[src/rtl/uram_rd_pkg.sv]
// Shared types and constants for the URAM stream reader.
// Optional feature macro: URAM_RD_PERF_EN (see uram_stream_reader).
package uram_rd_pkg;

    typedef enum logic [1:0] {
        IDLE   = 2'd0,
        ISSUE  = 2'd1,
        DRAIN  = 2'd2,
        FINISH = 2'd3
    } rd_state_t;

    localparam int DEF_ADDR_WIDTH = 14;
    localparam int DEF_DATA_WIDTH = 64;
    localparam int DEF_RD_LATENCY = 2;

    // The output buffer must absorb every in-flight read plus keep one
    // beat of slack so issue never stalls while the consumer is ready.
    function automatic bit fifo_depth_ok(input int depth, input int rd_latency);
        return depth >= rd_latency + 2;
    endfunction

endpackage

[src/rtl/uram_rd_fifo.sv]
// Small show-ahead synchronous FIFO holding {last, data} beats for the
// URAM stream reader. Head word reads as zero while the FIFO is empty.
module uram_rd_fifo #(
    parameter int WIDTH = 65,
    parameter int DEPTH = 4,
    localparam int CNT_W = $clog2(DEPTH + 1),
    localparam int PTR_W = (DEPTH > 1) ? $clog2(DEPTH) : 1
) (
    input  logic             clk,
    input  logic             srst,
    input  logic             push,
    input  logic [WIDTH-1:0] din,
    input  logic             pop,
    output logic [WIDTH-1:0] dout,
    output logic [CNT_W-1:0] count,
    output logic             full,
    output logic             empty
);

    logic [WIDTH-1:0] mem [DEPTH];
    logic [PTR_W-1:0] wr_ptr_reg;
    logic [PTR_W-1:0] rd_ptr_reg;
    logic [CNT_W-1:0] count_reg;
    logic             do_push;
    logic             do_pop;

    assign empty   = (count_reg == '0);
    assign full    = (count_reg == CNT_W'(DEPTH));
    assign count   = count_reg;
    assign do_push = push && !full;
    assign do_pop  = pop && !empty;
    assign dout    = empty ? '0 : mem[rd_ptr_reg];

    // Storage array, written at the tail pointer
    always_ff @(posedge clk) begin
        if (do_push) begin
            mem[wr_ptr_reg] <= din;
        end
    end

    // Pointers and occupancy; simultaneous push and pop leave count unchanged
    always_ff @(posedge clk) begin
        if (srst) begin
            wr_ptr_reg <= '0;
            rd_ptr_reg <= '0;
            count_reg  <= '0;
        end else begin
            if (do_push) begin
                wr_ptr_reg <= (wr_ptr_reg == PTR_W'(DEPTH - 1)) ? '0 : wr_ptr_reg + 1'b1;
            end
            if (do_pop) begin
                rd_ptr_reg <= (rd_ptr_reg == PTR_W'(DEPTH - 1)) ? '0 : rd_ptr_reg + 1'b1;
            end
            if (do_push && !do_pop) begin
                count_reg <= count_reg + 1'b1;
            end else if (do_pop && !do_push) begin
                count_reg <= count_reg - 1'b1;
            end
        end
    end

endmodule

[src/rtl/uram_stream_reader.sv]
// Read-side master for the URAM buffer port B: on start, reads len words
// from base_addr and streams them out with valid/ready and last marking.
// Reads are issued against credits (in-flight + buffered < FIFO_DEPTH) so
// consumer backpressure never drops returning data.
// Optional macro URAM_RD_PERF_EN adds a 32-bit stall_cnt output.
module uram_stream_reader
    import uram_rd_pkg::*;
#(
    parameter int ADDR_WIDTH = DEF_ADDR_WIDTH,
    parameter int DATA_WIDTH = DEF_DATA_WIDTH,
    parameter int RD_LATENCY = DEF_RD_LATENCY,
    parameter int FIFO_DEPTH = 4
) (
    input  logic                  clk,
    input  logic                  rst,
    input  logic                  start,
    input  logic [ADDR_WIDTH-1:0] base_addr,
    input  logic [ADDR_WIDTH:0]   len,
    output logic                  busy,
    output logic                  done,
    output logic [ADDR_WIDTH-1:0] mem_addrb,
    output logic                  mem_enb,
    input  logic [DATA_WIDTH-1:0] mem_doutb,
    output logic [DATA_WIDTH-1:0] m_tdata,
    output logic                  m_tvalid,
    input  logic                  m_tready,
`ifdef URAM_RD_PERF_EN
    output logic                  m_tlast,
    output logic [31:0]           stall_cnt
`else
    output logic                  m_tlast
`endif
);

    localparam int CNT_W = $clog2(FIFO_DEPTH + 1);
    localparam int INF_W = $clog2(RD_LATENCY + 1);
    localparam logic [ADDR_WIDTH:0] LEFT_ONE = (ADDR_WIDTH + 1)'(1);

    generate
        if (!fifo_depth_ok(FIFO_DEPTH, RD_LATENCY)) begin : g_depth_check
            $error("uram_stream_reader: FIFO_DEPTH must be >= RD_LATENCY+2");
        end
    endgenerate

    rd_state_t             state_reg;
    rd_state_t             state_next;
    logic [ADDR_WIDTH-1:0] rd_addr_reg;
    logic [ADDR_WIDTH:0]   issue_left_reg;
    logic [INF_W-1:0]      inflight_reg;
    logic                  issue_last;
    logic                  credit_ok;
    logic                  accept;
    logic                  beat_hs;
    logic                  fifo_push;
    logic                  fifo_full;
    logic                  fifo_empty;
    logic [CNT_W-1:0]      fifo_count;
    logic [DATA_WIDTH:0]   fifo_dout;

    assign accept     = (state_reg == IDLE) && start;
    assign credit_ok  = ((int'(inflight_reg) + int'(fifo_count)) < FIFO_DEPTH) && !fifo_full;
    assign issue_last = mem_enb && (issue_left_reg == LEFT_ONE);
    assign beat_hs    = m_tvalid && m_tready;

    // FSM state register
    always_ff @(posedge clk) begin
        if (rst) begin
            state_reg <= IDLE;
        end else begin
            state_reg <= state_next;
        end
    end

    // FSM next-state logic
    always_comb begin
        state_next = state_reg;
        unique case (state_reg)
            IDLE:    if (start) state_next = (len == '0) ? FINISH : ISSUE;
            ISSUE:   if (issue_last) state_next = DRAIN;
            DRAIN:   if (beat_hs && m_tlast) state_next = FINISH;
            FINISH:  state_next = IDLE;
            default: state_next = IDLE;
        endcase
    end

    // FSM outputs: status and credit-gated read issue
    always_comb begin
        busy      = (state_reg == ISSUE) || (state_reg == DRAIN);
        done      = (state_reg == FINISH);
        mem_enb   = (state_reg == ISSUE) && (issue_left_reg != '0) && credit_ok;
        mem_addrb = rd_addr_reg;
    end

    // Read address and remaining-issue count; address wraps naturally
    always_ff @(posedge clk) begin
        if (rst) begin
            rd_addr_reg    <= '0;
            issue_left_reg <= '0;
        end else if (accept) begin
            rd_addr_reg    <= base_addr;
            issue_left_reg <= len;
        end else if (mem_enb) begin
            rd_addr_reg    <= rd_addr_reg + 1'b1;
            issue_left_reg <= issue_left_reg - 1'b1;
        end
    end

    // Latency pipe: valid and last bits shadow each read until its data lands
    genvar gi;
    generate
        for (gi = 0; gi < RD_LATENCY; gi++) begin : g_lat
            logic vld_reg;
            logic last_reg;
            if (gi == 0) begin : g_first
                // First stage captures the read being issued this cycle
                always_ff @(posedge clk) begin
                    if (rst) begin
                        vld_reg  <= 1'b0;
                        last_reg <= 1'b0;
                    end else begin
                        vld_reg  <= mem_enb;
                        last_reg <= issue_last;
                    end
                end
            end else begin : g_next
                // Later stages shift the tags forward one cycle
                always_ff @(posedge clk) begin
                    if (rst) begin
                        vld_reg  <= 1'b0;
                        last_reg <= 1'b0;
                    end else begin
                        vld_reg  <= g_lat[gi-1].vld_reg;
                        last_reg <= g_lat[gi-1].last_reg;
                    end
                end
            end
        end
    endgenerate

    assign fifo_push = g_lat[RD_LATENCY-1].vld_reg;

    // Reads issued but not yet written into the FIFO
    always_ff @(posedge clk) begin
        if (rst) begin
            inflight_reg <= '0;
        end else if (mem_enb && !fifo_push) begin
            inflight_reg <= inflight_reg + 1'b1;
        end else if (fifo_push && !mem_enb) begin
            inflight_reg <= inflight_reg - 1'b1;
        end
    end

    uram_rd_fifo #(
        .WIDTH(DATA_WIDTH + 1),
        .DEPTH(FIFO_DEPTH)
    ) u_fifo (
        .clk  (clk),
        .srst (rst),
        .push (fifo_push),
        .din  ({g_lat[RD_LATENCY-1].last_reg, mem_doutb}),
        .pop  (beat_hs),
        .dout (fifo_dout),
        .count(fifo_count),
        .full (fifo_full),
        .empty(fifo_empty)
    );

    assign m_tvalid = !fifo_empty;
    assign m_tdata  = fifo_dout[DATA_WIDTH-1:0];
    assign m_tlast  = fifo_dout[DATA_WIDTH];

`ifdef URAM_RD_PERF_EN
    // Saturating count of stalled output cycles, cleared per command
    always_ff @(posedge clk) begin
        if (rst || accept) begin
            stall_cnt <= '0;
        end else if (m_tvalid && !m_tready && (stall_cnt != '1)) begin
            stall_cnt <= stall_cnt + 1'b1;
        end
    end
`endif

endmodule

[config.mk]
export PLATFORM = sky130hd
export DESIGN_NAME = uram_stream_reader
export DESIGN_NICKNAME = d
export VERILOG_FILES = /design/src/rtl/uram_rd_pkg.sv /design/src/rtl/uram_rd_fifo.sv /design/src/rtl/uram_stream_reader.sv
export SDC_FILE = /design/constraint.sdc
export NUM_CORES = 1
export LEC_CHECK = 0
export ABC_AREA = 1
export CAP_MARGIN = 5
export CORE_MARGIN = 4
export CORE_UTILIZATION = 40
export DETAILED_ROUTE_END_ITERATION = 8
export PLACE_DENSITY = 0.6
export SETUP_SLACK_MARGIN = 0.2
export SLEW_MARGIN = 20
export SYNTH_ARGS = -nofsm -noshare
export SYNTH_HDL_FRONTEND = slang
export SYNTH_SLANG_ARGS = --single-unit
[constraint.sdc]
create_clock -name clk -period 5.35 [get_ports clk]
set_clock_uncertainty 0.15 [all_clocks]
set_input_delay 1.3375 -clock clk [delete_from_list [all_inputs] [get_ports clk]]
set_output_delay 1.3375 -clock clk [all_outputs]
set_load 0.005 [all_outputs]
==> results.cfg <==
[die]
die_area_sq_um = 35030
die_w_um = 187.2
die_h_um = 187.2
ios = 180
coreArea_sq_um = 31640
start_util = 0.4059
num_rows = 65

[cells_and_area]
area_growth_syn_to_layout_pct = 26.97
antenna_cells = 0
final_cells = 1786
layout-drive-gt1-share = 0.07225
nets = 1471
fin_area_sq_um = 16300
nFillCells = 2799
largest_register_ffs = 260
fin_util = 0.5154

[place]
portBuffers = 179
place_area_sq_um = 15050
gp_congestion = 0.8166
placed_cells = 1719
dp_hpwl_um = 17980

[hold_path]
worst_hold_path_type = reg2reg

[yosys]
synth.area.mux_share = 0
syn_inst = 1183
netlist_area_sq_um = 12840
yosys_most_used_dff = edfxtp_1
syn_area_per_cell_sq_um = 10.85
yosys_warnings = 0
async_flop_share = 0
synth_cell_types = 38
synthSimpleGateAreaFrac = 0.1401
ys_seq_area_frac = 0.6797
synthAdderAreaFrac = 0.01715
synth-seq-cells = 306
synth_fp_nets = 1297
synth_top_family_by_area = simple AND/OR/NAND/NOR gates
synth_compound_area_frac = 0.1135
synth_xor_area_frac = 0.009549
synth_edf_count = 260

[routing]
dr.first_iter.drc_count = 580
via_per_inst = 5.028
vias = 8980
drc_errors = 0
avgRoutedWirePerCell_um = 17.12
drt_wl_total_um = 30580
ant_nets = 0
dr.pass1.iters = 5

[power_and_ir_drop]
powerDensity_nw_per_um2 = 531.3
ir_worst_vdd_v = 0.0002650
p_leak_nw = 5.706
p_comb_frac = 0.375
p_switching_mw = 2.896
clockPowerShare = 0.287
p_sw_frac = 0.3343
seq_power_share = 0.338
p_int_mw = 5.767
finalPower_mw = 8.663

[cts]
clock_sinks = 306
cts-root-buf = clkbuf_16
postCtsSetupRepairBufs = 0
clk_pin_slew_ps = 50
h-tree-depth = 2
cts_tree = built
cts_resized = 0
holdBufCountCts = 0
clk_path_buf_depth = 3
clock_latency_ps = 500
cts_buffers = 37

[critical_path]
path_class = reg2out
cp_slowest_cell = clkinv_2
start_kind = register
crit_arrival_ps = 2860
worstPathCellList = clkinv_2 -> buf_12 -> o21ai_0 -> a21oi_1 -> clkdlybuf4s50_1
critical_path.top_delay_family = buffers and inverters
critPathMaxStageDelay_ps = 560
endpoint_kind = output pin
cp_num_buf_inv = 3
crit_path_max_fanout = 72
cp.required_ps = 3860

[global_route]
grt_pass1_wl_um = 47930
grt_max_degree = 75
antenna_found_initial = 0
grt_pass1_vias = 8722
track_usage = 0.1693
grt_remaining_overflow = 0

[timing]
finalMaxSlewViolations = 0
final-hold-violation-count = 0
timing.fmax_ghz = 0.2302
tightest_slew_ps = 1032
relSlewSlack = 0.3106
tns_ps = 0
fin_crit_ps = 4344
min_period_over_period = 0.8120
rsz0062_at_grt = false
setup_violations = 0

[flow_run]
maxCapViolCount = 0

[status]
status = completed
power by group through the flow:
stage	clock network [mW]	registers [mW]	logic, mW
after floorplan	0	2.95	1.76
after global placement	0	2.97	3.27
after detailed placement	0	2.97	3.29
after CTS	2.55	2.93	3.31
after global routing	2.66	2.95	3.62
final	2.49	2.93	3.25
metal layers:
metal  vias up  track usage  routed length [um]
met5         -            0                   0
met1      4278       0.2358               13900
li1       4434            -                   -
met3        37      0.03247                1709
met2       231       0.2760               14490
met4         0      0.04181                 475
cell families (layout without fill, tap and decap cells):
group,after synthesis,in the layout
XOR/XNOR,14,14
AO/OA/AOI/OAI,272,272
adder cells (fa/ha/maj),17,17
flip-flops,306,306
AND/OR/NAND/NOR,448,448
buffers and inverters,126,327
tightest hold or removal path, stage by stage, from the launching register on:
cell and delay [ps]:
dfxtp_1 290, inv_1 40, nor2_1 30
metrics by stage:
| step | hold WS, ps | setup slack, ps |
|---|---|---|
| global route | 276.1 | 772.2 |
| detailed placement | 243.5 | 1520 |
| finish | 259.6 | 1006 |
| CTS | 255.6 | 977.0 |
| floorplan | 238.3 | 1220 |
| global placement | 242.6 | 1497 |
layout make-up:
type | instances | area (sq um) | share of cell area
multi-input combinational | 751 | 3630 | 0.2226
timing repair buffer | 194 | 1954 | 0.1199
clock buffer | 46 | 1002 | 0.06147
inverter | 67 | 254.0 | 0.01558
clock inverter | 20 | 227.7 | 0.01397
tap | 402 | 503.0 | 0.03085
sequential | 306 | 8733 | 0.5356
placed cells by master (no fill, tap or decap), drive strengths merged, types with 2 or more instances in the layout:
cell type and n:
nor2 340, edfxtp 260, clkdlybuf4s50 179, o21ai 162, a21oi 88, nand2 70
inv 66, dfxtp 46, clkbuf 46, nand3 24, ha 16, clkinv 16
buf 15, xor2 13, a211oi 9, nor3 8, a31oi 6, bufinv 5
o22ai 5, nand4 2, or2 2
final timing paths:
kind	startpoint	to	slack [ps]	cells past startpoint
max	register	m_tdata[0]	1010	5
min	g_lat[0].last_reg$_SDFF_PP0_	g_lat[1].last_reg$_SDFF_PP0_	260	2
max reg2reg	u_fifo.count[1]$_SDFFE_PP0P_	u_fifo.mem[1][57]$_DFFE_PP_	2700	5
min reg2reg	g_lat[0].last_reg$_SDFF_PP0_	g_lat[1].last_reg$_SDFF_PP0_	260	2
Yosys cell counts (2+ instances only):
cell type / number / share of area
nand2_4: 2 / 0.0018
o21ai_0: 161 / 0.063
buf_1: 15 / 0.0044
xor2_1: 13 / 0.0089
edfxtp_1: 260 / 0.61
nand2_2: 3 / 0.0015
dfxtp_1: 46 / 0.072
nand2_1: 64 / 0.019
buf_6: 2 / 0.0018
nor3_1: 8 / 0.0031
o22ai_1: 3 / 0.0015
nor2_2: 3 / 0.0015
a211oi_2: 8 / 0.0078
nor2_1: 335 / 0.098
nand4_1: 2 / 0.00097
ha_1: 16 / 0.016
a31oi_1: 6 / 0.0029
or2_2: 2 / 0.00097
nand3_1: 24 / 0.0094
clkbuf_1: 25 / 0.0073
o22ai_2: 2 / 0.0019
inv_1: 64 / 0.019
a21oi_1: 88 / 0.034
nor2_4: 2 / 0.0018
buf_2: 16 / 0.0062
Note: power is estimated with default switching activity, not from simulation.
